<file path="src/rtl/led_seq_pkg.sv">
// Shared definitions for the LED sequencer: register offsets, MODE
// encodings and the sequencer FSM state type.
package led_seq_pkg;

  // Slave register offsets
  localparam logic [1:0] ADDR_CTRL    = 2'd0;
  localparam logic [1:0] ADDR_PATTERN = 2'd1;
  localparam logic [1:0] ADDR_PERIOD  = 2'd2;
  localparam logic [1:0] ADDR_STATUS  = 2'd3;

  // CTRL.MODE encodings
  localparam logic [1:0] MODE_STATIC = 2'b00;
  localparam logic [1:0] MODE_ROL    = 2'b01;
  localparam logic [1:0] MODE_ROR    = 2'b10;
  localparam logic [1:0] MODE_BLINK  = 2'b11;

  // Sequencer FSM states
  typedef enum logic [1:0] {
    ST_IDLE  = 2'd0,
    ST_WRITE = 2'd1,
    ST_COUNT = 2'd2
  } state_t;

endpackage

</file>
<file path="src/rtl/led_seq_step.sv">
// Next-pattern computation: given the mode, the current LED value and the
// blink phase, produce the value for the next strobe. A pending reload
// overrides the mode step and restarts blink in the "on" phase.
module led_seq_step
  import led_seq_pkg::*;
(
  input  logic [1:0] i_mode,
  input  logic [7:0] i_cur,
  input  logic       i_phase,
  input  logic [7:0] i_pattern,
  input  logic       i_reload,
  output logic [7:0] o_next_cur,
  output logic       o_next_phase
);

  // Select the next LED value and blink phase
  always_comb begin
    o_next_cur   = i_cur;
    o_next_phase = i_phase;
    if (i_reload) begin
      o_next_cur   = i_pattern;
      o_next_phase = 1'b1;
    end else begin
      case (i_mode)
        MODE_ROL:   o_next_cur = {i_cur[6:0], i_cur[7]};
        MODE_ROR:   o_next_cur = {i_cur[0], i_cur[7:1]};
        MODE_BLINK: begin
          // phase=1 means the pattern is currently shown
          o_next_cur   = i_phase ? 8'h00 : i_pattern;
          o_next_phase = ~i_phase;
        end
        default:    o_next_cur = i_cur;
      endcase
    end
  end

endmodule

</file>
<file path="src/rtl/led_seq_ctrl.sv">
// LED sequencer: a small register file on a config slave port, and an FSM
// that periodically pushes the current LED value out through a PIO master
// write. Strobes repeat every PERIOD+2 cycles while CTRL.EN is set.
//
// Master handshake: the PIO slave is zero-wait; a write is one cycle with
// m_chipselect=1 and m_write_n=0, accepted unconditionally in that cycle.
module led_seq_ctrl
  import led_seq_pkg::*;
#(
  parameter int PERIOD_W = 24
) (
  input  logic        clk,
  input  logic        reset_n,
  input  logic [1:0]  address,
  input  logic        chipselect,
  input  logic        write_n,
  input  logic [31:0] writedata,
  output logic [31:0] readdata,
  output logic [1:0]  m_address,
  output logic        m_chipselect,
  output logic        m_write_n,
  output logic [7:0]  m_writedata,
  output logic [1:0]  dbg_state
);

  logic                r_en;
  logic [1:0]          r_mode;
  logic [7:0]          r_pattern;
  logic [PERIOD_W-1:0] r_period;
  logic [7:0]          r_cur;
  logic [PERIOD_W-1:0] r_count;
  logic                r_reload;
  logic                r_phase;
  state_t              r_state;
  state_t              w_next_state;

  logic       w_wr, w_wr_ctrl, w_wr_pat, w_wr_per;
  logic       w_busy, w_start, w_load_cnt, w_step, w_dec;
  logic [7:0] w_pat_eff;
  logic       w_reload_eff;
  logic [7:0] w_next_cur;
  logic       w_next_phase;
  logic       w_unused_wdata;

  assign w_wr      = chipselect & ~write_n;
  assign w_wr_ctrl = w_wr && (address == ADDR_CTRL);
  assign w_wr_pat  = w_wr && (address == ADDR_PATTERN);
  assign w_wr_per  = w_wr && (address == ADDR_PERIOD);
  assign w_busy    = (r_state != ST_IDLE);
  // Upper writedata bits are don't-care for every register
  assign w_unused_wdata = ^writedata;

  // A PATTERN write landing on the step edge is used directly
  assign w_pat_eff    = w_wr_pat ? writedata[7:0] : r_pattern;
  assign w_reload_eff = r_reload | w_wr_pat;

  // Register file writes
  always_ff @(posedge clk or negedge reset_n) begin
    if (!reset_n) begin
      r_en      <= 1'b0;
      r_mode    <= MODE_STATIC;
      r_pattern <= 8'h00;
      r_period  <= '0;
    end else begin
      if (w_wr_ctrl) begin
        r_en   <= writedata[0];
        r_mode <= writedata[2:1];
      end
      if (w_wr_pat) r_pattern <= writedata[7:0];
      if (w_wr_per) r_period  <= writedata[PERIOD_W-1:0];
    end
  end

  // FSM state register
  always_ff @(posedge clk or negedge reset_n) begin
    if (!reset_n) r_state <= ST_IDLE;
    else          r_state <= w_next_state;
  end

  // FSM next state, datapath controls and master strobe
  always_comb begin
    w_next_state = r_state;
    w_start      = 1'b0;
    w_load_cnt   = 1'b0;
    w_step       = 1'b0;
    w_dec        = 1'b0;
    m_chipselect = 1'b0;
    m_write_n    = 1'b1;
    case (r_state)
      ST_IDLE: begin
        if (r_en) begin
          w_start      = 1'b1;
          w_next_state = ST_WRITE;
        end
      end
      ST_WRITE: begin
        m_chipselect = 1'b1;
        m_write_n    = 1'b0;
        w_load_cnt   = 1'b1;
        w_next_state = r_en ? ST_COUNT : ST_IDLE;
      end
      ST_COUNT: begin
        if (!r_en) begin
          w_next_state = ST_IDLE;
        end else if (r_count == '0) begin
          w_step       = 1'b1;
          w_next_state = ST_WRITE;
        end else begin
          w_dec = 1'b1;
        end
      end
      default: w_next_state = ST_IDLE;
    endcase
  end

  led_seq_step u_step (
    .i_mode       (r_mode),
    .i_cur        (r_cur),
    .i_phase      (r_phase),
    .i_pattern    (w_pat_eff),
    .i_reload     (w_reload_eff),
    .o_next_cur   (w_next_cur),
    .o_next_phase (w_next_phase)
  );

  // Current LED value, blink phase and interval counter
  always_ff @(posedge clk or negedge reset_n) begin
    if (!reset_n) begin
      r_cur   <= 8'h00;
      r_phase <= 1'b0;
      r_count <= '0;
    end else begin
      if (w_start) begin
        r_cur   <= r_pattern;
        r_phase <= 1'b1;
      end else if (w_step) begin
        r_cur   <= w_next_cur;
        r_phase <= w_next_phase;
      end
      if (w_load_cnt)  r_count <= r_period;
      else if (w_dec)  r_count <= r_count - 1'b1;
    end
  end

  // Reload flag: set by a PATTERN write while busy, consumed by the next step
  always_ff @(posedge clk or negedge reset_n) begin
    if (!reset_n)                 r_reload <= 1'b0;
    else if (w_step || w_start)   r_reload <= 1'b0;
    else if (w_wr_pat && w_busy)  r_reload <= 1'b1;
  end

  // Zero-wait register readback
  always_comb begin
    readdata = 32'd0;
    case (address)
      ADDR_CTRL:    readdata = {29'd0, r_mode, r_en};
      ADDR_PATTERN: readdata = {24'd0, r_pattern};
      ADDR_PERIOD:  readdata = 32'(r_period);
      ADDR_STATUS:  readdata = {16'd0, r_cur, 7'd0, w_busy};
      default:      readdata = 32'd0;
    endcase
  end

  assign m_address   = 2'b00;
  assign m_writedata = r_cur;
  assign dbg_state   = r_state;

endmodule

</file>
<file path="config.mk">
export PLATFORM = sky130hd
export DESIGN_NAME = led_seq_ctrl
export DESIGN_NICKNAME = d
export VERILOG_FILES = /design/src/rtl/led_seq_pkg.sv /design/src/rtl/led_seq_step.sv /design/src/rtl/led_seq_ctrl.sv
export SDC_FILE = /design/constraint.sdc
export NUM_CORES = 1
export LEC_CHECK = 0
export ABC_CLOCK_PERIOD_IN_PS = 1850
export CAP_MARGIN = 40
export CELL_PAD_IN_SITES_DETAIL_PLACEMENT = 0
export CELL_PAD_IN_SITES_GLOBAL_PLACEMENT = 1
export CORE_MARGIN = 3
export CORE_UTILIZATION = 32
export DETAILED_ROUTE_END_ITERATION = 6
export PLACE_DENSITY = 0.69
export REMOVE_ABC_BUFFERS = 1
export SLEW_MARGIN = 20
export SYNTH_ARGS = -nofsm -noshare
export SYNTH_HDL_FRONTEND = slang
export SYNTH_HIERARCHICAL = 1
export SYNTH_SLANG_ARGS = --single-unit
</file>
<file path="constraint.sdc">
create_clock -name clk -period 1.85 [get_ports clk]
set_input_delay 0.37 -clock clk [delete_from_list [all_inputs] [get_ports clk]]
set_output_delay 0.37 -clock clk [all_outputs]
set_load 0.02 [all_outputs]
</file>
[After elaboration in Yosys (flattened, before gate mapping)]
Index checks and enable logic that the tools add are counted.
Word-level totals
  register bits after elaboration: 71
  latch bits: 0
  memory bits (writable): 0
  ROM bits: 0
  input bits: 38
  logic and storage cells: 71
  memories: 0
Cells by class
  $add $sub $neg: 1
  $mul: 0
  divide/modulo/power cells: 0
  order comparisons: 0
  equality and inequality tests: 10
  shift operators: 0
  multiplexer cells: 30
  bitwise logic cells: 4
  reduce and logical (&&, ||, !) cells: 17
Operator list (number)
  32-bit case mux with 4 select lines: 1
  24-bit two-way mux: 2
  8-bit two-way mux: 5
  24-bit logical NOT: 1
  8-bit case mux with 3 select lines: 1
  24-bit by 1-bit subtractor with 24-bit output (second input constant): 1
  1-bit two-way mux: 16
  2-bit == test (second input constant): 5
  2-bit two-way mux: 4
  2-bit nonzero test: 4
  2-bit by 1-bit == test with 1-bit output (second input constant): 3
  2-bit case mux with 3 select lines: 1
  2-bit AND reduction: 3
  5-bit nonzero test: 1
  1-bit logical AND: 4
  2-bit logical NOT: 2
  3-bit != test (second input constant): 1
  3-bit nonzero test: 1
  2-bit != test (second input constant): 1
  1-bit NOT: 2
  1-bit AND: 1
  1-bit logical OR: 1
  1-bit bitwise OR: 1

[Depth between registers and ports, before layout]
  depth after elaboration: 9
  depth in mapped cells: 9

[Cells and area by module]
Netlist, hierarchy kept.
Modules (own cells, without submodules)
  led_seq_ctrl: times used 1, cells an instance 356, area an instance 3883.7 sq um, seq. area each 1776.7 sq um
  led_seq_step: times used 1, cells an instance 41, area an instance 340.3 sq um, seq. area each 0.0 sq um

[Least setup slack after synthesis]
OpenSTA, ideal clock, no wires.
  path type: input to register
  start: input chipselect
  end: register r_cur[0] (netlist: m_writedata[0])
  library setup time: 0.125 ns
  arrival: 2.059 ns
  path slack: -0.334 ns
  stages on the path: 8
  cell sequence: nor4bb_1 clkbuf_1 or2_2 clkbuf_1 o21bai_2 o2bb2ai_1 mux2_2 mux2_2
On the way
  elaborated cells on any way between the ends: 11
  those cells by class: 6 x mux; 2 x bitwise; 3 x reduce/logical
RTL lines
  start: declaration: RTL line led_seq_ctrl.sv:15  | input logic chipselect,
  1-bit AND: RTL line led_seq_ctrl.sv:45  | assign w_wr = chipselect & ~write_n;
  1-bit logical AND: RTL line led_seq_ctrl.sv:47  | assign w_wr_pat = w_wr && (address == ADDR_PATTERN);
  1-bit bitwise OR: RTL line led_seq_ctrl.sv:55  | assign w_reload_eff = r_reload | w_wr_pat;
  named net w_reload_eff: RTL line led_seq_ctrl.sv:40  | logic w_reload_eff;
  8-bit two-way mux: RTL line led_seq_step.sv:20  | if (i_reload) begin
  named net w_next_cur[0]: RTL line led_seq_ctrl.sv:41  | logic [7:0] w_next_cur;
  8-bit two-way mux: RTL line led_seq_ctrl.sv:136  | end else if (w_step) begin
  8-bit two-way mux: RTL line led_seq_ctrl.sv:133  | if (w_start) begin
  end signal: assignment: RTL line led_seq_ctrl.sv:134  | r_cur <= r_pattern;
  end signal: assignment: RTL line led_seq_ctrl.sv:137  | r_cur <= w_next_cur;
  end: declaration: RTL line led_seq_ctrl.sv:30  | logic [7:0] r_cur;
The timed path passes the listed nets, and every way through them passes these cells. The select of a mux whose other input is x is not followed.
A chain may end at the register's enable or synchronous reset.

[Final worst setup path]
  start: register r_count[14]
  end: register r_count[14]
On the way
  word-level cells in the longest chain between the ends: 5
  elaborated cells on any way between the ends: 8
  those cells by class: 1 x add/sub; 5 x mux; 2 x reduce/logical
Ends and longest elaborated chain
  start: declaration: RTL line led_seq_ctrl.sv:31  | logic [PERIOD_W-1:0] r_count;
  start signal: assignment: RTL line led_seq_ctrl.sv:140  | if (w_load_cnt) r_count <= r_period;
  start signal: assignment: RTL line led_seq_ctrl.sv:141  | else if (w_dec) r_count <= r_count - 1'b1;
  branches (longest 5 deep; another with 24-bit by 1-bit subtractor with 24-bit output)
Several ways; the timed one is not identified. The select of a mux whose other input is x is not followed.

==> results_dict.tcl <==
set metrics [dict create \
    start_util_pct 33.1 \
    cp_top_family "simple AND/OR/NAND/NOR gates" \
    dr.pass1.iters 4 \
    post-dp-hpwl_mm 9.10 \
    fin_crit_ps 2050 \
    io_buffers 65 \
    drt.antenna.violating_nets 0 \
    rsz0062_at_grt "yes" \
    drv_cap 0 \
    fin_worst_skew_ps 6.71 \
    ys_ff_latch 71 \
    peakVddDrop_mv 0.600 \
    fin_ws_ps -196 \
    mappedNetlistArea_um2 4220 \
    p_leak_nw 2.79 \
    powerDensity_nw_per_um2 1350 \
    fin_nets 595 \
    syn_inst 397 \
    switching_share_pct 37.5 \
    internal_power_mw 5.22 \
    finish.utilization_pct 48.5 \
    ys.flop_type "dfrtp_1" \
    cts_root_buf "clkbuf_16" \
    clock-sinks 71 \
    cts_tree "built" \
    seqPwrFrac_pct 29.8 \
    p_switching_mw 3.13 \
    synthMuxAreaShare_pct 18.8 \
    drtIter0Drc 123 \
    ys_types 65 \
    grt_pass1_wl_mm 20.7 \
    timing.final.hold_violations 0 \
    pwr-share-comb_pct 52.4 \
    place.gp.congestion 0.854 \
    slowest_stage "dfrtp_1" \
    synth-compound-area-share_pct 14.4 \
    crit_chain "nor4_4, nand4_1, buf_6, buf_6, o211ai_4, buf_12, nor2_1, or3_1" \
    synth-seq-area-share_pct 42.1 \
    core_um2 12800 \
    report.final.slew_viol_count 0 \
    antenna_found_initial 0 \
    dp_slack_ps -777 \
    n_antenna_cell 0 \
    die-width_um 121 \
    syn-mean-instance-area_um2 10.6 \
    wirelength_mm 12.6 \
    cts.path.max_buffers 2 \
    max_stage_delay_ps 410 \
    crit_type "reg -> reg" \
    synth_top_family_by_area "multiplexers" \
    status "finished, violations left" \
    gr-total-overflow 0 \
    hold_class "in -> async" \
    dpl_cell_area_um2 5690 \
    path_max_fanout 22 \
    layout_common_cells "buf_4 (93), dfrtp_1 (71), mux2_2 (41), clkdlybuf4s50_1 (27), nand2_1 (26)" \
    fmax_mhz 489 \
    grt_usage_pct 18.0 \
    synth_edf_count 0 \
    crit_required_ps 2060 \
    setup-violations-final 32 \
    htreeDepth 3 \
    synthSimpleGateAreaFrac_pct 18.2 \
    synth_fa_ha_area_share_pct 0.592 \
    clk_pin_slew_ps 60 \
    ios 84 \
    grt_max_degree 72 \
    wl_per_cell_um 17.3 \
    cts_buffers 9 \
    finalCritPeriodShare_pct 111 \
    synthXorXnorAreaFrac_pct 0.622 \
    critical_path.endpoint_type "flip-flop" \
    syn2layout_area_growth_pct 46.8 \
    synth_top_area_share_pct 42.1 \
    layout-drive-gt1-share_pct 40.8 \
    die_area_um2 14600 \
    via_per_inst 5.08 \
    yosys.area.top_type "dfrtp_1" \
    cts_hold_buf 0 \
    drc 0 \
    worst-path-buf-inv 3 \
    ys_warn_count 6 \
    worst_ep_arrival_time_ps 2260 \
    clkLatencyLatePin_ps 330 \
    fp-row-count 41 \
    cp-start-kind "flip-flop" \
    final_cells 728 \
    crit_top_cell "buf_6" \
    vias 3701 \
    dp_cells 704 \
    async_flop_share_pct 100 \
    layout_commonest_cell "buf_4" \
    power_frac_clock_pct 17.9 \
    synth_area_leaders "dfrtp_1 (42%), mux2_2 (13%), mux2i_1 (5.7%), nand2_1 (2.3%), buf_4 (2.0%)" \
    final_area_um2 6200 \
    fillers 1181 \
    violations "negative setup slack" \
    die_h_um 121 \
    grt_pass1_vias 3936 \
]
==> through the flow <==
| stage | power, mW | setup TNS (ps) | hold WS (ps) |
|---|---|---|---|
| 2_1_floorplan | 4.46 | -24260 | 74.4 |
| 3_3_place_gp | 6.45 | -36240 | 431 |
| 3_5_place_dp | 6.51 | -37470 | 440 |
| 4_1_cts | 8.18 | -3660 | 87.7 |
| 5_1_grt | 8.89 | -8380 | 97.7 |
| 6_report | 8.35 | -3760 | 57.4 |
==> synth_stat cells, drive strengths merged, types with 2 or more instances <==
library cell	count
nor2	15
o21ai	11
o21a	8
or3	6
nand3	9
o41a	3
clkbuf	10
and3b	3
or4	6
ha	2
or2	7
o211ai	3
o31ai	5
a22o	5
inv	6
and3	5
a221o	6
nand3b	8
xor2	2
nor4b	2
dfrtp	71
and2	8
a21oi	6
a211oi	2
nor3	12
a211o	4
mux2	47
nand2	26
o2bb2ai	8
nor4	5
o311ai	5
mux2i	24
nand2b	4
buf	24
nor2b	13
==> state kept, by name (all words and copies together), names as in the netlist <==
name / cells
r_pattern: 8
r_phase: 1
r_count: 24
dbg_state: 2
r_mode: 2
r_period: 24
r_reload: 1
r_en: 1
m_writedata: 8
==> kinds of logic after synthesis <==
family | count (synthesis)
other | 1
flip-flops | 71
AO/OA/AOI/OAI | 75
buffers and inverters | 41
AND/OR/NAND/NOR | 132
XOR/XNOR | 3
multiplexers | 72
adder cells (fa/ha/maj) | 2
==> layout make-up <==
cell class              count  area [um^2]  share of cell area, %
clock buffers              10          229                   3.69
clock inverters             2         12.5                  0.202
inverters                   7         26.3                  0.424
multi-input cells         294         2480                   40.0
flip-flops and latches     71         1780                   28.7
well taps                 172          215                   3.47
repair buffers            172         1460                   23.5
==> final timing paths <==
kind                             start              to  slack, ps  depth (start not counted)
min in group clk           r_count[22]     r_count[22]        510                          1
max in group asynchronous      reset_n     r_count[11]       1460                          2
min                            reset_n  m_writedata[3]         60                          2
max                        r_count[14]     r_count[14]       -200                          8
min reg2reg                r_count[22]     r_count[22]        510                          1
max reg2reg                r_count[14]     r_count[14]       -200                          8
==> layer usage <==
metal / track usage [%] / routed length [um] / vias to the layer above / share of wire [%]
li1: - / - / 1772 / -
met1: 23.2 / 5610 / 1838 / 44
met2: 30.6 / 6370 / 73 / 50
met3: 2.56 / 472 / 18 / 3.7
met4: 6.66 / 161 / 0 / 1.3
met5: 0 / 0 / - / 0
==> what timing repair did <==
item | in CTS | in global routing
buffers inserted | 7 | 5
pin swaps | 12 | 8
setup endpoints to repair | 88 | 43
resized for setup | 135 | 39
gates cloned | 1 | 0
==> power groups by stage <==
stage | Sequential [mW] | Clock, mW | Combinational, mW
2_1_floorplan | 2.65 | 0 | 1.81
3_3_place_gp | 2.46 | 0 | 3.99
3_5_place_dp | 2.48 | 0 | 4.03
4_1_cts | 2.48 | 1.53 | 4.17
5_1_grt | 2.55 | 1.58 | 4.76
6_report | 2.48 | 1.49 | 4.37
(Power assumes the default switching activity.)
